**src/rtl/mem_responder_pkg.sv**
```systemverilog
// Shared types and defaults for the mem_responder block: FSM states,
// default geometry/latency and the latency counter width.
package mem_responder_pkg;

  typedef enum logic [1:0] {
    IDLE = 2'd0,
    BUSY = 2'd1,
    RESP = 2'd2
  } state_t;

  localparam int DEFAULT_DEPTH   = 64;
  localparam int DEFAULT_LATENCY = 2;
  localparam int CNT_W           = 4;

endpackage

```
**src/rtl/mem_responder_mem_array.sv**
```systemverilog
// Word-indexed storage: synchronous write, combinational read.
// Intentionally unreset so contents survive a block reset.
module mem_array #(
  parameter int DEPTH = 64,
  parameter int IDX_W = 6
) (
  input  logic             clk,
  input  logic             we,
  input  logic [IDX_W-1:0] idx,
  input  logic [31:0]      wdata,
  output logic [31:0]      rdata
);

  logic [31:0] mem [DEPTH];

  always_ff @(posedge clk) begin
    if (we) mem[idx] <= wdata;
  end

  assign rdata = mem[idx];

endmodule

```
**src/rtl/mem_responder.sv**
```systemverilog
// Single-outstanding memory responder: accepts one request, waits LATENCY
// cycles, performs the access, then holds the response until it is taken.
//
// Handshakes: a transfer happens on a rising edge where valid and ready are
// both 1; the responder keeps rsp_valid/rsp_rdata/rsp_err stable until then,
// and only raises req_ready while no transaction is outstanding.
module mem_responder
  import mem_responder_pkg::*;
#(
  parameter int DEPTH   = DEFAULT_DEPTH,
  parameter int LATENCY = DEFAULT_LATENCY
) (
  input  logic        clk,
  input  logic        reset,
  input  logic        req_valid,
  output logic        req_ready,
  input  logic        req_we,
  input  logic [31:0] req_addr,
  input  logic [31:0] req_wdata,
  output logic        rsp_valid,
  input  logic        rsp_ready,
  output logic [31:0] rsp_rdata,
  output logic        rsp_err,
  output state_t      fsm_state
);

  localparam int IDX_W = (DEPTH > 1) ? $clog2(DEPTH) : 1;

  state_t             state, state_next;
  logic [CNT_W-1:0]   cnt;
  logic               we_q;
  logic [31:0]        addr_q;
  logic [31:0]        wdata_q;
  logic               access;
  logic               err;
  logic               mem_we;
  logic [IDX_W-1:0]   idx;
  logic [31:0]        mem_rdata;

  // High address bits take part in the range check so large addresses never alias.
  assign idx    = addr_q[IDX_W+1:2];
  assign err    = (addr_q[1:0] != 2'b00) || ({2'b00, addr_q[31:2]} >= 32'(DEPTH));
  assign access = (state == BUSY) && (cnt == '0);
  assign mem_we = access && we_q && !err;

  assign fsm_state = state;

  mem_array #(
    .DEPTH (DEPTH),
    .IDX_W (IDX_W)
  ) u_mem (
    .clk   (clk),
    .we    (mem_we),
    .idx   (idx),
    .wdata (wdata_q),
    .rdata (mem_rdata)
  );

  always_comb begin
    state_next = state;
    req_ready  = 1'b0;
    rsp_valid  = 1'b0;
    case (state)
      IDLE: begin
        req_ready = 1'b1;
        if (req_valid) state_next = BUSY;
      end
      BUSY: begin
        if (cnt == '0) state_next = RESP;
      end
      RESP: begin
        rsp_valid = 1'b1;
        if (rsp_ready) state_next = IDLE;
      end
      default: state_next = IDLE;
    endcase
  end

  always_ff @(posedge clk or posedge reset) begin
    if (reset) begin
      state     <= IDLE;
      cnt       <= '0;
      we_q      <= 1'b0;
      addr_q    <= '0;
      wdata_q   <= '0;
      rsp_rdata <= '0;
      rsp_err   <= 1'b0;
    end else begin
      state <= state_next;
      if (state == IDLE && req_valid) begin
        we_q    <= req_we;
        addr_q  <= req_addr;
        wdata_q <= req_wdata;
        cnt     <= CNT_W'(LATENCY - 1);
      end else if (state == BUSY && cnt != '0) begin
        cnt <= cnt - CNT_W'(1);
      end
      if (access) begin
        rsp_err   <= err;
        rsp_rdata <= (!we_q && !err) ? mem_rdata : 32'h0;
      end
    end
  end

endmodule

```
**config.mk**
```make
export PLATFORM = sky130hd
export DESIGN_NAME = mem_responder
export DESIGN_NICKNAME = d
export VERILOG_FILES = /design/src/rtl/mem_responder_pkg.sv /design/src/rtl/mem_responder_mem_array.sv /design/src/rtl/mem_responder.sv
export SDC_FILE = /design/constraint.sdc
export NUM_CORES = 2
export LEC_CHECK = 0
export BUFFER_PORTS_ARGS = -buffer_cell sky130_fd_sc_hd__buf_2
export CORE_MARGIN = 5
export CORE_UTILIZATION = 33
export DETAILED_ROUTE_END_ITERATION = 16
export PLACE_DENSITY_LB_ADDON = 0.15
export SLEW_MARGIN = 20
export SYNTH_ARGS = -nofsm -noshare
export SYNTH_HDL_FRONTEND = slang
export SYNTH_HIERARCHICAL = 1
export SYNTH_SLANG_ARGS = --single-unit
```
**constraint.sdc**
```tcl
create_clock -name clk -period 5.7 [get_ports clk]
set_input_delay 0.285 -clock clk [delete_from_list [all_inputs] [get_ports clk]]
set_output_delay 0.285 -clock clk [all_outputs]
set_load 0.005 [all_outputs]
```
* Word level (Yosys, flattened, before mapping)
Memory sizes are Yosys's and may differ from the RTL's.
Index checks and enable logic that the tools add are counted.
** Cells by class
- Equal/unequal tests :: 5
- Order comparisons :: 1
- $add $sub $neg :: 1
- Reductions and logical operators :: 15
- Multiplexer cells :: 11
** Operators by type and width (number)
- $mux 32 :: 1
- $ge 30x7->1 const B :: 1
- $mux 4 :: 2
- $logic_and 1x1->1 :: 6
- $mux 2 :: 3
- $ne 2x2->1 const B :: 3
- $pmux 2 s3 :: 1
- $logic_not 4->1 :: 1
- $mux 1 :: 4
- $reduce_bool 2->1 :: 2
- $reduce_bool 4->1 :: 1
- $sub 4x1->4 const B :: 1
- $reduce_and 3->1 :: 1
- $eq 2x1->1 const B :: 1
- $eq 2x2->1 const B :: 1
- $logic_not 1->1 :: 2
- $logic_not 2->1 :: 1
- $logic_or 1x1->1 :: 1
** Storage, ports and cells
- RAM bits :: 2048
- Memories kept :: 1
- Input port bits :: 69
- Register bits :: 104
- Output and inout port bits :: 37
- Word-level logic and storage cells :: 41
** Memory list
- u_mem.mem :: depth 64, bits a word 32, read ports 1, clocked after memory_dff 0, write ports 1, line mem_responder_mem_array.sv:14 : logic [31:0] mem [DEPTH];

* Longest topological paths before layout
- Depth in word-level cells :: 6
- Mapped depth :: 16
- Gate-level depth less buffers :: 9

* By module
Netlist, hierarchy kept.
** Modules (own cells, without submodules)
- mem_array :: instances 1, seq. area each 61499.0 um^2, area each 78287.6 um^2, cells an instance 4207
- mem_responder :: instances 1, seq. area each 2602.5 um^2, area each 4724.5 um^2, cells an instance 381

* Least setup slack after synthesis
OpenSTA, ideal clock, no wires.
- Path kind :: flip-flop to flip-flop
- Start point :: reg addr_q[24]
- End point :: mem u_mem.mem[11][0], enable pin
- Slack :: 1883 ps
- Cell stages (with the launch flop) :: 8
- Library setup time :: 421 ps
- Required time :: 5279 ps
- Arrival time :: 3396 ps
- Buffers on the path :: 1
- Clock period less this slack :: 3817 ps
- Cells stage by stage :: dfrtp_1 nor4_1 nand3_1 clkbuf_1 nor4_1 nor2b_1 nand2_1 nor2_1
** Between the ends
- Longest elaborated chain between the ends :: 6
** Ends and longest elaborated chain
- from (decl) :: line mem_responder.sv:32 : logic [31:0] addr_q;
- from (signal assigned) :: line mem_responder.sv:92 : addr_q <= req_addr;
- $ge 30x7->1 :: line mem_responder.sv:42 : assign err = (addr_q[1:0] != 2'b00) || ({2'b00, addr_q[31:2]} >= 32'(DEPTH));
- $logic_or 1x1->1 :: line mem_responder.sv:42
- $logic_not 1->1 :: line mem_responder.sv:44 : assign mem_we = access && we_q && !err;
- $logic_and 1x1->1 :: line mem_responder.sv:44
- net mem_we :: line mem_responder.sv:36 : logic mem_we;
- $mux 1 :: line mem_responder_mem_array.sv:17 : if (we) mem[idx] <= wdata;
- $mux 1 (implied by the code) :: line mem_responder_mem_array.sv:17
- to (decl) :: line mem_responder_mem_array.sv:14
The timed path passes the listed nets, and every way through them passes these cells.

* Worst setup path after layout
- Start point :: reg addr_q[3]
- End point :: reg rsp_rdata[6]
** Between the ends
- Elaborated cells between the ends (all ways) :: 6
- Those cells by class :: 1 x order compare; 1 x mux; 3 x reduce/logical; 1 x memory
** RTL lines
- $mem_v2 64x32
- net mem_rdata[6] :: line mem_responder.sv:38 : logic [31:0] mem_rdata;
- $mux 32 :: line mem_responder.sv:100 : rsp_rdata <= (!we_q && !err) ? mem_rdata : 32'h0;
- to (signal assigned) :: line mem_responder.sv:100
- to (decl) :: line mem_responder.sv:22 : output logic [31:0] rsp_rdata,
The timed path passes the listed nets, and every way through them passes these cells.
A chain may end at the register's enable or synchronous reset.

==> flow_summary.ini <==
[detailed_routing]
vias_per_cell = 5.51
drt_iter0_drc = 4870
remaining_drc_errors = 0
dr_total_vias = 46600
wire_per_inst_um = 32.1
drtAntennaViolNets = 0
finalWirelength_um = 271000
firstDrtPassIters = 7

[cts]
cts_tree = built
post_cts_resized = 0
cts.path.max_buffers = 3
clock_latency_ps = 890
clk_pin_slew_ps = 60
numCtsBuffers = 225
cts-root-buf = clkbuf_16
cts_htree_levels = 4
cts.sinks = 2152

[sta]
tightestPinTransition_ps = 1120
rsz0062_at_grt = no
slew_violations = 0
max_slew_margin = 0.250
fin_tns_setup_ps = 0
timing.hold.ws_ps = 158
setup_viol = 0
min_period_over_period = 0.832
hold_violations = 0
period_minus_slack_ps = 4740
clock_skew_ps = 84.7
max_freq_mhz = 211

[run]
drv_cap = 0

[synthesis]
synth-async-reset-ratio = 0.0483
netlist_top_cells_area = edfxtp_1 (74%), dfrtp_1 (3.1%), mux2i_1 (3.1%), mux2_2 (2.9%), mux4_2 (2.6%)
synth_edf_count = 2048
ys_seq_area_frac = 0.772
synthesis.nets = 4658
syn_avg_cell_area_um2 = 18.1
ys_top_cells_by_count = edfxtp_1 (2048), mux2i_1 (259), mux2_2 (211)
ys_types = 68
synth_warnings = 6
yosys.area.top_type = edfxtp_1
synth_most_common_cell = edfxtp_1
yosys_most_used_dff = edfxtp_1
syn_inst = 4588
ys_ff_latch = 2152
synth_area_mm2 = 0.0830
synth_top_cell_area_share = 0.741

[critical_path]
cp.required_ps = 6440
end_kind = flip-flop
startpoint_type = flip-flop
path_max_fanout = 41
cp_data_arrival_time_ps = 5490
crit_type = flip-flop to flip-flop
ff2ff_path_depth = 11

[layout]
fin_util = 0.387
nFillCells = 23000
drive_gt1_frac = 0.219
layout.nets = 4970
syn_to_final_growth_pct = 17.1

[die]
fp.dieW_um = 512
die-area_mm2 = 0.262
num_rows = 184
io_pins = 106
die_h_um = 512
core_mm2 = 0.251
start_util = 0.331

[pwr]
switching_power_w = 0.0189
p_comb_frac = 0.327
power.internal_w = 0.0334
pwr_density_cell_mw_per_mm2 = 538
seq_power_share = 0.397
power_w = 0.0523
clockPowerShare = 0.276
leakage_nw = 31.3
switching_share = 0.362
vdd_drop_max_mv = 0.487

[global_route]
grt_pass1_wl_um = 379000
gr-usage-met1 = 0.285
grt_use_met2 = 0.323
grt_max_degree = 113
antenna_found_initial = 11
busiest_layer = met2
grt_usage = 0.202
grt.overflow.total = 0
grt_pass1_vias = 45900
met3_usage = 0.0362

[place]
portBuffers = 105
place_hpwl_um = 159000
place_congestion = 0.842

[min_path]
min_path_type = input pin to flip-flop
worstHoldPathCells = 3

[outcome]
status = complete, no violations
-- per-layer routing --
| layer | share of wire | vias to the layer above |
|---|---|---|
| met5 | 0 | - |
| met4 | 0.025 | 0 |
| met3 | 0.066 | 347 |
| met2 | 0.47 | 1644 |
| met1 | 0.44 | 25000 |
| li1 | - | 19600 |
-- stage by stage --
stage / instance area, um2 / setup WS, ps / cells
final: 97200 / 958 / 8466
after floorplan: 83000 / 1880 / 4588
after global placement: 89200 / 468 / 7951
after detailed placement: 89200 / 990 / 7952
after global routing: 97200 / 891 / 8458
after CTS: 97200 / 958 / 8444
-- worst max-delay path, stage by stage (launching register included) --
cell and delay [ps]:
dfrtp_4 820, buf_4 630, buf_4 390, mux4_2 550, mux2i_1 360, nor2_1 190, a2111oi_1 840, buf_4 240
nand3_1 70, nor2b_1 180, o2111ai_1 130, o31ai_1 90
-- flip-flops by register name, indices dropped and copies added, names as in the netlist --
signal     cells
addr_q        32
cnt            4
fsm_state      2
rsp_err        1
rsp_rdata     32
u_mem/mem   2048
wdata_q       32
we_q           1
-- final timing paths --
path	from	endpoint	slack, ps
worst min register to register	wdata_q[1]$_DFFE_PP0P_	wdata_q[1]$_DFFE_PP0P_	500
worst min-delay path	req_we	we_q$_DFFE_PP0P_	160
max in group asynchronous	reset	addr_q[4]$_DFFE_PP0P_	3430
worst max register to register	addr_q[3]$_DFFE_PP0P_	rsp_rdata[6]$_DFFE_PP0P_	960
worst max-delay path	addr_q[3]$_DFFE_PP0P_	rsp_rdata[6]$_DFFE_PP0P_	960
min in group asynchronous	reset	wdata_q[24]$_DFFE_PP0P_	620
-- placed cells by master, fill, tap and decap left out, types with 31 or more instances in the layout --
master         Yosys  layout
edfxtp_1        2048    2048
mux2i_1          259     259
clkbuf_16          0     226
buf_4              9     214
mux2_2           211     211
a22oi_1          188     188
a221oi_1         175     175
a21oi_1          124     124
o21ai_0          120     120
buf_2             96     105
mux4_2            96      96
o22ai_1           93      93
and3_1            85      85
nor2_1           148      80
o22a_1            70      70
dfrtp_1          104      69
dlygate4sd3_1      0      69
nor2_4             0      67
a22o_1            66      66
clkinv_1           0      60
nand3_1           57      56
clkinv_2           0      51
a31oi_1           43      43
clkbuf_1         185      42
nor2b_1           42      35
buf_12             3      35
o31ai_1           32      32
dfrtp_2            0      32
o2111ai_1         31      31
-- kinds of logic (layout without fill, tap and decap cells) --
family / after synthesis / count (layout) / share of synthesized area
buffers and inverters: 346 / 854 / 0.0190
adder cells (fa/ha/maj): 1 / 1 / 0.000151
AND/OR/NAND/NOR: 482 / 482 / 0.0312
AO/OA/AOI/OAI: 1040 / 1040 / 0.0915
flip-flops: 2152 / 2152 / 0.772
other: 0 / 22 / 0
multiplexers: 567 / 567 / 0.0860
-- power by group through the flow --
stage	clock, W	sequential (W)	combinational (W)
after floorplan	0	0.0216	0.00849
after global placement	0	0.0211	0.0171
after detailed placement	0	0.0211	0.0172
after CTS	0.0148	0.0207	0.0172
after global routing	0.0155	0.0208	0.0180
final	0.0145	0.0207	0.0171
-- timing repair --
| item | in CTS | in global routing |
|---|---|---|
| endpoints found under the hold margin | 119 | 0 |
| hold buffers | 69 | 0 |
| setup endpoints to repair | 0 | 0 |
| buffers inserted | 0 | 0 |
-- area by class of cell --
| type | count | area [um2] | area share |
|---|---|---|---|
| tap | 3348 | 4190 | 0.0431 |
| timing repair buffer | 423 | 3520 | 0.0362 |
| multi-input combinational | 2090 | 18000 | 0.185 |
| antenna | 22 | 55.1 | 0.000566 |
| clock inverter | 152 | 1420 | 0.0146 |
| clock buffer | 271 | 5850 | 0.0602 |
| sequential | 2152 | 64200 | 0.660 |
| inverter | 8 | 42.5 | 0.000438 |
(Power assumes the default switching activity.)
